## src/rtl/prog_mem_pkg.sv

```systemverilog
// Shared types and default geometry for the program memory controller.
package prog_mem_pkg;

  localparam int unsigned ADDR_W_DEF = 3;
  localparam int unsigned DATA_W_DEF = 32;

  typedef enum logic [1:0] {
    IDLE = 2'd0,
    LOAD = 2'd1,
    RUN  = 2'd2
  } state_e;

endpackage

```

## src/rtl/prog_mem_array.sv

```systemverilog
// DEPTH x DATA_W storage: one write port, one registered read port.
module prog_mem_array
  import prog_mem_pkg::*;
#(
  parameter int unsigned ADDR_W = ADDR_W_DEF,
  parameter int unsigned DATA_W = DATA_W_DEF
) (
  input  logic              clk,
  input  logic              rst_n,
  input  logic              wr_en,
  input  logic [ADDR_W-1:0] wr_addr,
  input  logic [DATA_W-1:0] wr_data,
  input  logic              rd_en,
  input  logic [ADDR_W-1:0] rd_addr,
  output logic [DATA_W-1:0] rd_data
);

  localparam int unsigned DEPTH = 2 ** ADDR_W;

  logic [DATA_W-1:0] mem [DEPTH];

  // Contents survive reset; only the read register is cleared.
  always_ff @(posedge clk) begin
    if (wr_en) begin
      mem[wr_addr] <= wr_data;
    end
  end

  // Read register holds its last value when no read is issued.
  always_ff @(posedge clk) begin
    if (!rst_n) begin
      rd_data <= '0;
    end else if (rd_en) begin
      rd_data <= mem[rd_addr];
    end
  end

endmodule

```

## src/rtl/program_mem_ctrl.sv

```systemverilog
// Program memory controller: sequential load from address 0, then single-cycle-latency fetch.
module program_mem_ctrl
  import prog_mem_pkg::*;
#(
  parameter int unsigned ADDR_W = ADDR_W_DEF,
  parameter int unsigned DATA_W = DATA_W_DEF
) (
  input  logic              clk,
  input  logic              rst_n,
  input  logic              load_start,
  input  logic              load_valid,
  input  logic [DATA_W-1:0] load_data,
  output logic              load_ready,
  output logic              load_done,
  input  logic              fetch_req,
  input  logic [ADDR_W-1:0] fetch_addr,
  output logic              fetch_valid,
  output logic [DATA_W-1:0] fetch_data,
  output logic              fetch_err,
  output logic              mem_ready
);

  localparam int unsigned DEPTH = 2 ** ADDR_W;
  localparam logic [ADDR_W-1:0] LAST_ADDR = ADDR_W'(DEPTH - 1);

  state_e            state_q, state_d;
  logic [ADDR_W-1:0] ptr_q, ptr_d;
  logic              wr_en;
  logic              rd_en;
  logic              load_done_d;
  logic              fetch_err_d;

  // Next state, write pointer and pulse outputs.
  always_comb begin
    state_d     = state_q;
    ptr_d       = ptr_q;
    wr_en       = 1'b0;
    rd_en       = 1'b0;
    load_done_d = 1'b0;
    fetch_err_d = 1'b0;

    if (fetch_req) begin
      if (state_q == RUN) begin
        rd_en = 1'b1;
      end else begin
        fetch_err_d = 1'b1;
      end
    end

    // A load_start beats a concurrent load word: the word is dropped.
    if (load_start) begin
      state_d = LOAD;
      ptr_d   = '0;
    end else if (state_q == LOAD && load_valid) begin
      wr_en = 1'b1;
      ptr_d = ptr_q + ADDR_W'(1);
      if (ptr_q == LAST_ADDR) begin
        state_d     = RUN;
        load_done_d = 1'b1;
      end
    end
  end

  always_ff @(posedge clk) begin
    if (!rst_n) begin
      state_q     <= IDLE;
      ptr_q       <= '0;
      load_ready  <= 1'b0;
      load_done   <= 1'b0;
      fetch_valid <= 1'b0;
      fetch_err   <= 1'b0;
      mem_ready   <= 1'b0;
    end else begin
      state_q     <= state_d;
      ptr_q       <= ptr_d;
      load_ready  <= (state_d == LOAD);
      load_done   <= load_done_d;
      fetch_valid <= rd_en;
      fetch_err   <= fetch_err_d;
      mem_ready   <= (state_d == RUN);
    end
  end

  prog_mem_array #(
    .ADDR_W (ADDR_W),
    .DATA_W (DATA_W)
  ) u_mem (
    .clk     (clk),
    .rst_n   (rst_n),
    .wr_en   (wr_en && rst_n),
    .wr_addr (ptr_q),
    .wr_data (load_data),
    .rd_en   (rd_en),
    .rd_addr (fetch_addr),
    .rd_data (fetch_data)
  );

endmodule

```

## config.mk

```make
export PLATFORM = sky130hd
export DESIGN_NAME = program_mem_ctrl
export DESIGN_NICKNAME = d
export VERILOG_FILES = /design/src/rtl/prog_mem_pkg.sv /design/src/rtl/prog_mem_array.sv /design/src/rtl/program_mem_ctrl.sv
export SDC_FILE = /design/constraint.sdc
export NUM_CORES = 1
export LEC_CHECK = 0
export CORE_ASPECT_RATIO = 0.6
export CORE_MARGIN = 3
export CORE_UTILIZATION = 45
export DETAILED_ROUTE_END_ITERATION = 10
export PLACE_DENSITY = 0.66
export SLEW_MARGIN = 20
export SYNTH_ARGS = -nofsm -noshare
export SYNTH_HDL_FRONTEND = slang
export SYNTH_SLANG_ARGS = --single-unit
```

## constraint.sdc

```tcl
create_clock -name clk -period 4.1 [get_ports clk]
set_input_delay 0.82 -clock clk [delete_from_list [all_inputs] [get_ports clk]]
set_output_delay 0.82 -clock clk [all_outputs]
set_load 0.1 [all_outputs]
```

==> impl_metrics.py, run 1 <==
metrics = {
    "floorplanning": {
        "die_width_um": 211,
        "dieArea_sq_um": 27200,
        "std_cell_rows": 44,
        "core_area_sq_um": 24500,
        "dieHeight_um": 129,
        "io_pins": 77,
        "initial_core_util": 0.463,
    },
    "cells_and_area": {
        "n_fill_cell": 1900,
        "multi_input_area_sq_um": 2530,
        "final_cell_mix": "edfxtp_1, mux2i_1, clkdlybuf4s50_1, a22oi_1, dfxtp_1",
        "regArea_sq_um": 8530,
        "area_delta_synth_final_pct": 17.2,
        "layout.nets": 804,
        "diodes": 0,
        "final_core_util": 0.543,
        "drive_gt1_frac": 0.0982,
        "final_common_cell": "edfxtp_1",
    },
    "place": {
        "gp_congestion": 0.736,
        "dpl.hpwl_mm": 13.8,
        "io_buffers": 76,
    },
    "critical_path": {
        "crit_arrival_ns": 2.06,
        "path_buf_inv": 1,
        "path_max_fanout": 2,
        "reg2reg_to": "u_mem.mem[2][19]$_DFFE_PP_",
        "critPathRequiredTime_ns": 3.28,
        "critical_path.endpoint": "fetch_data[2]",
        "rr_startpoint": "state_q[0]$_SDFF_PN0_",
        "critPathTopFamily": "buffers and inverters",
        "start_kind": "flop",
        "cp_slowest_cell": "clkdlybuf4s50_1",
        "crit_chain": "clkdlybuf4s50_1",
        "r2r_slack_ns": 1.96,
        "worst_setup_path_end_kind": "output port",
        "slowest_delay_ns": 1.15,
        "cp-startpoint": "u_mem.rd_data[2]$_SDFFE_PN0P_",
        "reg2regPathDepth": 5,
        "worstSetupPathDepth": 1,
        "critPathKind": "flop to output port",
    },
    "clock_network": {
        "clkLatencyLatePin_ns": 0.54,
        "cts_tree": "yes",
        "clock_tree.root_cell": "clkbuf_16",
        "cts_inserted_buffers": 28,
        "hold_buffers": 0,
        "postCtsSetupBuffers": 0,
        "cts.sinks": 298,
        "clkSlewWorstSetupHoldPaths_ns": 0.06,
        "htreeDepth": 1,
        "ctsLongestPathBuffers": 3,
        "ctsResizeCount": 0,
    },
    "detailed_routing": {
        "ant_nets": 0,
        "avgViaCountPerCell": 5.53,
        "drt_iter0_drc": 461,
        "num_vias": 6112,
        "wl_mm": 23.6,
        "routedWlPerCell_um": 21.3,
        "first_pass_iters": 4,
        "drc": 0,
    },
    "global_routing": {
        "antenna_found_initial": 2,
        "gr-usage-all-layers": 0.174,
        "gr-total-overflow": 0,
        "grt_max_degree": 55,
        "grt_pass1_vias": 6349,
        "grt_pass1_wl_mm": 36.3,
    },
    "synthesis": {
        "synthCells": 674,
        "yosysSeqAreaShare": 0.751,
        "syn_nets": 716,
        "synth_area_sq_um": 11400,
        "synth.avg_cell_area_sq_um": 16.8,
        "synth_seq_cells": 298,
        "ys_types": 26,
        "synth_warnings": 0,
    },
    "sta": {
        "finalSetupViolCount": 0,
        "finalHoldViolCount": 0,
        "max_slew_margin": 0.301,
        "worst_pin_slew_ns": 1.05,
        "final.min_clock_period_ns": 2.88,
        "finalClockSkew_ns": 0.00844,
        "slew_violations": 0,
        "fmax_mhz": 347,
        "finalSetupTns_ns": 0,
        "period_share": 0.702,
        "rsz0062_at_grt": "false",
    },
    "job": {
        "drv_cap": 0,
    },
    "power": {
        "p_leak_nw": 4.56,
        "p_per_area_nw_per_um2": 447,
        "ir_drop_uv": 373,
    },
    "worst_hold_path": {
        "min_from": "u_mem.rd_data[8]$_SDFFE_PN0P_",
        "hold_path.class": "flop to flop",
    },
    "status": {
        "outcome": "complete, no violations",
    },
}
cells in the mapped netlist (all sizes together):
cell type	n	area, sq um
edfxtp	256	7690
dfxtp	42	841
nor2b	4	25.0
nand2	7	26.3
mux2i	128	1280
and2	2	12.5
or2	1	6.26
nand3	3	15.0
o21a	2	15.0
nor2	43	164
clkbuf	12	45.0
nand2b	5	31.3
inv	1	3.75
a21oi	36	180
a31oi	1	6.26
a22oi	64	480
ha	2	25.0
xor2	1	8.76
nor3	3	15.0
o21ai	32	160
and3	1	6.26
buf	28	315
registers in the layout, indices dropped and copies added (netlist names):
register       flops
fetch_err          1
fetch_valid        1
load_done          1
load_ready         1
mem_ready          1
ptr_q              3
state_q            2
u_mem.mem        256
u_mem.rd_data     32
routing by layer:
layer	part of all wire	GRT usage	vias up
met5	0.0011	0	-
met4	0.020	0.0448	4
met3	0.051	0.0370	42
met2	0.47	0.279	173
met1	0.46	0.245	3091
li1	-	-	2802
report_power, final:
part | switching, mW | internal, mW
clock network | 1.10 | 1.31
registers | 0.00339 | 3.29
logic | 0.150 | 0.0988
total | 1.25 | 4.70
how the worst min path moves through the flow:
stage / end / slack [ns] / cells past startpoint
CTS: ptr_q[2]$_SDFFE_PP0N_ / 0.52 / 2
finish: u_mem.rd_data[8]$_SDFFE_PN0P_ / 0.53 / 2
floorplan: ptr_q[2]$_SDFFE_PP0N_ / 0.46 / 2
detailed placement: ptr_q[2]$_SDFFE_PP0N_ / 0.51 / 2
global placement: ptr_q[2]$_SDFFE_PP0N_ / 0.49 / 2
global route: u_mem.rd_data[17]$_SDFFE_PN0P_ / 0.55 / 2
cell families after synthesis:
logic type | Yosys count | share of synthesized area
compound gates | 135 | 0.0742
xor+xnor | 1 | 0.000772
fa+ha+maj | 2 | 0.00220
buf+inv | 41 | 0.0321
flops | 298 | 0.751
mux | 128 | 0.113
simple gates | 69 | 0.0266
layout make-up:
type                       count  area share
clock buffer                  35      0.0562
clock inverter                17     0.00818
inverter                       1    0.000282
multi-input combinational    335       0.190
sequential                   298       0.641
tap                          322      0.0303
timing repair buffer          98      0.0735
through the flow:
step           power (mW)  cells  area (sq um)  setup WS (ns)  hold slack (ns)
3_5_place_dp         3.61   1054         12400          0.692            0.513
6_report             5.95   1106         13300           1.22            0.526
4_1_cts              6.01   1106         13300           1.19            0.524
3_3_place_gp         3.60   1054         12400          0.779            0.490
5_1_grt              6.15   1106         13300           1.16            0.553
2_1_floorplan        3.52    674         11400          0.816            0.462
Power figures use the tool's default switching activity.
==> run 2: changes to the inputs <==
clock period = 2.4 ns   (was 4.1 ns; I/O delays follow)
==> impl_metrics.py, run 2 (synthesis gave the netlist of run 1 again) <==
metrics = {
    "global_routing": {
        "gr-usage-all-layers": 0.180,
        "gr-total-overflow": 0,
        "use_met2": 0.268,
        "grt_pass1_vias": 6251,
        "grt_pass1_wl_mm": 37.3,
        "top_usage_layer": "met1",
        "grt_max_degree": 37,
        "antenna_found_initial": 0,
        "use_met1": 0.278,
        "met3_usage": 0.0312,
    },
    "sta": {
        "finalHoldViolCount": 0,
        "final.min_clock_period_ns": 1.93,
        "fmax_mhz": 517,
        "whs_ns": 0.530,
        "setup_ws_ns": 0.466,
        "max_slew_margin": 0.674,
        "slew_violations": 0,
        "finalClockSkew_ns": 0.0152,
        "worst_pin_slew_ns": 0.489,
        "period_share": 0.806,
        "rsz0062_at_grt": "false",
        "finalSetupViolCount": 0,
    },
    "cells_and_area": {
        "largest-register": "u_mem.mem",
        "drive_gt1_frac": 0.167,
        "n_fill_cell": 1962,
        "diodes": 0,
        "area_delta_synth_final_pct": 18.7,
        "final_common_cell": "edfxtp_1",
        "layout.nets": 820,
        "final_cell_mix": "edfxtp_1, mux2i_1, a22oi_1, buf_4, dfxtp_1",
        "largest_register_ffs": 256,
        "regArea_sq_um": 8530,
        "largest_registers": "u_mem.mem (256), u_mem.rd_data (32), ptr_q (3)",
        "multi_input_area_sq_um": 2550,
    },
    "critical_path": {
        "path_max_fanout": 25,
        "crit_arrival_ns": 2.16,
        "path_buf_inv": 3,
        "cp-startpoint": "rst_n",
        "crit_chain": "clkdlybuf4s50_1, nand2b_4, nor3_2, nand2b_1, buf_4, nor2_4, buf_12",
        "rr_startpoint": "state_q[0]$_SDFF_PN0_",
        "start_kind": "primary input",
        "critPathRequiredTime_ns": 2.63,
        "worst_setup_path_end_kind": "flop",
        "slowest_delay_ns": 0.53,
        "critPathTopFamily": "buffers and inverters",
        "critPathKind": "primary input to flop",
        "cp_slowest_cell": "clkdlybuf4s50_1",
    },
    "floorplanning": {
        "dieArea_sq_um": 27200,
        "dieHeight_um": 129,
        "std_cell_rows": 44,
        "initial_core_util": 0.463,
        "die_width_um": 211,
        "io_pins": 77,
        "core_area_sq_um": 24500,
    },
    "clock_network": {
        "clkLatencyLatePin_ns": 0.53,
        "cts_inserted_buffers": 27,
        "postCtsSetupBuffers": 0,
        "hold_buffers": 0,
        "clkSlewWorstSetupHoldPaths_ns": 0.06,
        "ctsLongestPathBuffers": 3,
        "ctsResizeCount": 0,
        "clock_tree.root_cell": "clkbuf_16",
        "htreeDepth": 1,
        "cts.sinks": 298,
        "cts_tree": "yes",
    },
    "job": {
        "drv_cap": 0,
    },
    "detailed_routing": {
        "num_vias": 6192,
        "first_pass_iters": 5,
        "routedWlPerCell_um": 21.9,
        "drt_iter0_drc": 572,
        "ant_nets": 0,
        "wl_mm": 24.5,
        "avgViaCountPerCell": 5.53,
        "drc": 0,
    },
    "worst_hold_path": {
        "min_from": "u_mem.rd_data[23]$_SDFFE_PN0P_",
        "hold_path.class": "flop to flop",
    },
    "place": {
        "io_buffers": 76,
        "gp_congestion": 0.779,
        "dpl.hpwl_mm": 14.7,
        "pre_cts_ws_ns": -0.0409,
    },
    "power": {
        "ir_drop_uv": 474,
        "p_leak_nw": 4.76,
        "p_per_area_nw_per_um2": 749,
    },
    "status": {
        "outcome": "complete, no violations",
    },
}
-- run 2: changes by cell type in the layout (fill, tap and decap cells not counted), moves of 2 or more --
cell / previous run / this run
buf_4: 18 / 59
clkdlybuf4s50_1: 75 / 38
buf_12: 4 / 17
clkbuf_8: 0 / 4
clkbuf_16: 29 / 27
clkinv_1: 4 / 2
-- run 2: path summary, 6_finish.rpt --
kind | cells past startpoint | end | slack, ns
max | 7 | u_mem.mem[3][8]$_DFFE_PP_ | 0.47
min | 2 | u_mem.rd_data[23]$_SDFFE_PN0P_ | 0.53
max reg2reg | 6 | u_mem.mem[3][8]$_DFFE_PP_ | 0.61
min reg2reg | 2 | u_mem.rd_data[23]$_SDFFE_PN0P_ | 0.53
-- run 2: cell type report --
cell class	count	area share
well taps	322	0.0299
clock buffers	36	0.0556
multi-input cells	335	0.189
flip-flops and latches	298	0.633
inverters	1	0.000279
repair buffers	115	0.0872
clock inverters	13	0.00529
-- run 2: stage by stage --
step / area, sq um / power, mW / instances / util / TNS (ns)
floorplan: 11400 / 6.01 / 674 / - / 0
global placement: 12700 / 6.20 / 1071 / 0.517 / -0.816
detailed placement: 12700 / 6.21 / 1071 / 0.517 / -1.80
CTS: 13500 / 10.2 / 1120 / 0.550 / 0
global route: 13500 / 10.4 / 1120 / 0.550 / 0
finish: 13500 / 10.1 / 1120 / 0.550 / 0
-- run 2: layer usage --
| layer | wire [um] | share of wire | vias up |
|---|---|---|---|
| met4 | 442 | 0.018 | 0 |
| li1 | - | - | 2825 |
| met2 | 10700 | 0.44 | 186 |
| met3 | 1580 | 0.064 | 32 |
| met1 | 11800 | 0.48 | 3149 |
| met5 | 0 | 0 | - |
-- run 2: report_power, final --
group / leakage (nW) / switching, mW / internal (mW)
Sequential: 2.64 / 0.00587 / 5.63
Clock: 0.407 / 1.81 / 2.20
Combinational: 1.71 / 0.275 / 0.193
-- run 2: worst reg2reg max path: cells and delay by family, from the launching register on --
family	cells	cell delay [ns]
DFF	1	0.38
and+or+nand+nor	4	0.67
buffers and inverters	2	0.42
==> run 3: changes to the inputs <==
clock period = 1.6 ns   (was 2.4 ns; I/O delays follow)
==> impl_metrics.py, run 3 (synthesis gave the netlist of run 1 again) <==
metrics = {
    "detailed_routing": {
        "num_vias": 6298,
        "routedWlPerCell_um": 21.9,
        "first_pass_iters": 5,
        "wl_mm": 25.0,
        "m1WireLength_mm": 12.2,
        "wl_met3_mm": 1.74,
        "drt_iter0_drc": 540,
        "drc": 0,
        "avgViaCountPerCell": 5.51,
        "top_layer": "met5",
        "ant_nets": 0,
        "dr_wl_met2_mm": 10.5,
    },
    "cells_and_area": {
        "drive_gt1_frac": 0.195,
        "largest_register_ffs": 256,
        "final_common_cell": "edfxtp_1",
        "area_delta_synth_final_pct": 27.0,
        "layout.nets": 843,
        "fin_area_sq_um": 14400,
        "largest-register": "u_mem.mem",
        "fin_cells": 1144,
        "n_fill_cell": 1766,
        "final_cell_mix": "edfxtp_1, mux2i_1, a22oi_1, buf_12, dfxtp_1",
        "largest_registers": "u_mem.mem (256), u_mem.rd_data (32), ptr_q (3)",
        "diodes": 0,
        "multi_input_area_sq_um": 2570,
        "regArea_sq_um": 8530,
    },
    "sta": {
        "whs_ns": 0.287,
        "max_slew_margin": 0.688,
        "setup_ws_ns": -0.0572,
        "fmax_mhz": 603,
        "finalHoldViolCount": 0,
        "rsz0062_at_grt": "true",
        "period_share": 1.04,
        "finalClockSkew_ns": 0.0110,
        "final.min_clock_period_ns": 1.66,
        "worst_pin_slew_ns": 0.466,
        "slew_violations": 0,
        "finalSetupViolCount": 74,
    },
    "power": {
        "swShare": 0.203,
        "p_leak_nw": 5.09,
        "p_per_area_nw_per_um2": 1090,
        "ir_drop_uv": 776,
        "internal_power_mw": 12.5,
        "seqPwrFrac": 0.540,
        "p_clk_frac": 0.413,
        "p_comb_frac": 0.048,
        "power_mw": 15.7,
        "p_sw_mw": 3.19,
    },
    "status": {
        "failed_checks": "setup timing",
        "outcome": "complete, but fails checks",
    },
    "floorplanning": {
        "die_width_um": 211,
        "dieArea_sq_um": 27200,
        "initial_core_util": 0.463,
        "io_pins": 77,
        "core_area_sq_um": 24500,
        "dieHeight_um": 129,
        "std_cell_rows": 44,
    },
    "critical_path": {
        "crit_top_cell": "nor3_4",
        "critPathKind": "flop to flop",
        "slowest_delay_ns": 0.33,
        "critPathRequiredTime_ns": 1.85,
        "path_max_fanout": 12,
        "crit_chain": "nor3_4, nand2_4, nor3_4, buf_4, clkbuf_16",
        "start_kind": "flop",
        "worst_setup_path_end_kind": "flop",
        "crit_arrival_ns": 1.91,
        "cp_slowest_cell": "dfxtp_1",
    },
    "clock_network": {
        "ctsLongestPathBuffers": 3,
        "clock_tree.root_cell": "clkbuf_16",
        "cts_inserted_buffers": 27,
        "clkSlewWorstSetupHoldPaths_ns": 0.06,
        "clkLatencyLatePin_ns": 0.54,
        "cts_tree": "yes",
        "cts.sinks": 298,
        "htreeDepth": 1,
        "hold_buffers": 0,
    },
    "global_routing": {
        "grt_max_degree": 37,
        "antenna_found_initial": 1,
        "gr-total-overflow": 0,
        "grt_pass1_wl_mm": 36.3,
        "gr-usage-all-layers": 0.175,
        "grt_pass1_vias": 6268,
    },
    "place": {
        "dp_cells": 1078,
        "placed_area_sq_um": 13300,
        "gp_congestion": 0.768,
        "pre_cts_ws_ns": -0.563,
        "dpl.hpwl_mm": 15.5,
        "io_buffers": 76,
    },
    "worst_hold_path": {
        "hold_path.class": "primary input to flop",
    },
    "job": {
        "drv_cap": 0,
    },
}
==> run 3: cell types whose count changed in the layout (fill, tap and decap cells not counted), sizes merged <==
| cell | previous run | this run |
|---|---|---|
| bufinv | 0 | 3 |
| buf | 77 | 94 |
| clkdlybuf4s50 | 38 | 36 |
| inv | 2 | 3 |
| clkinv | 10 | 7 |
| clkbuf | 36 | 42 |
| dlygate4sd2 | 0 | 2 |
==> run 3: power groups by stage <==
stage / Sequential [mW] / Combinational (mW) / Clock [mW]
2_1_floorplan: 8.64 / 0.383 / 0
3_3_place_gp: 8.62 / 0.712 / 0
6_report: 8.45 / 0.744 / 6.46
5_1_grt: 8.45 / 0.787 / 6.88
3_5_place_dp: 8.62 / 0.733 / 0
4_1_cts: 8.45 / 0.736 / 6.58
==> run 3: what timing repair did <==
item / CTS / global route
buffers inserted: 0 / 10
setup endpoints to repair: 251 / 248
gates resized for setup: 7 / 7
pin swaps: 1 / 1
cloned: 0 / 7
==> run 3: stage by stage <==
| stage | setup TNS, ns | util |
|---|---|---|
| 2_1_floorplan | -57.35 | - |
| 3_3_place_gp | -140.28 | 0.541 |
| 3_5_place_dp | -146.20 | 0.541 |
| 4_1_cts | 0 | 0.578 |
| 5_1_grt | -5.17 | 0.588 |
| 6_report | -1.36 | 0.588 |
==> run 3: worst max-delay path: cells and delay by family (launching register included) <==
kind	cells	cell delay [ns]
buf+inv	2	0.35
flops	1	0.33
simple gates	3	0.67
==> run 3: worst paths after layout <==
| path | startpoint | endpoint | slack [ns] | depth (start not counted) |
|---|---|---|---|---|
| max | state_q[1]$_SDFF_PN0_ | u_mem.mem[4][19]$_DFFE_PP_ | -0.06 | 5 |
| min | load_start | state_q[0]$_SDFF_PN0_ | 0.29 | 3 |
| max reg2reg | state_q[1]$_SDFF_PN0_ | u_mem.mem[4][19]$_DFFE_PP_ | -0.06 | 5 |
| min reg2reg | ptr_q[2]$_SDFFE_PP0N_ | ptr_q[2]$_SDFFE_PP0N_ | 0.58 | 2 |
==> run 3: final cells by class <==
| type | count | area share |
|---|---|---|
| clock inverters | 14 | 0.0111 |
| well taps | 322 | 0.0280 |
| repair buffers | 138 | 0.140 |
| flip-flops and latches | 298 | 0.592 |
| clock buffers | 36 | 0.0506 |
| inverters | 1 | 0.000260 |
| multi-input cells | 335 | 0.178 |
==> run 3: routing by layer <==
metal / track usage / vias up
met5: 0 / -
met4: 0.0433 / 2
met3: 0.0394 / 43
met2: 0.255 / 203
met1: 0.269 / 3159
li1: - / 2891
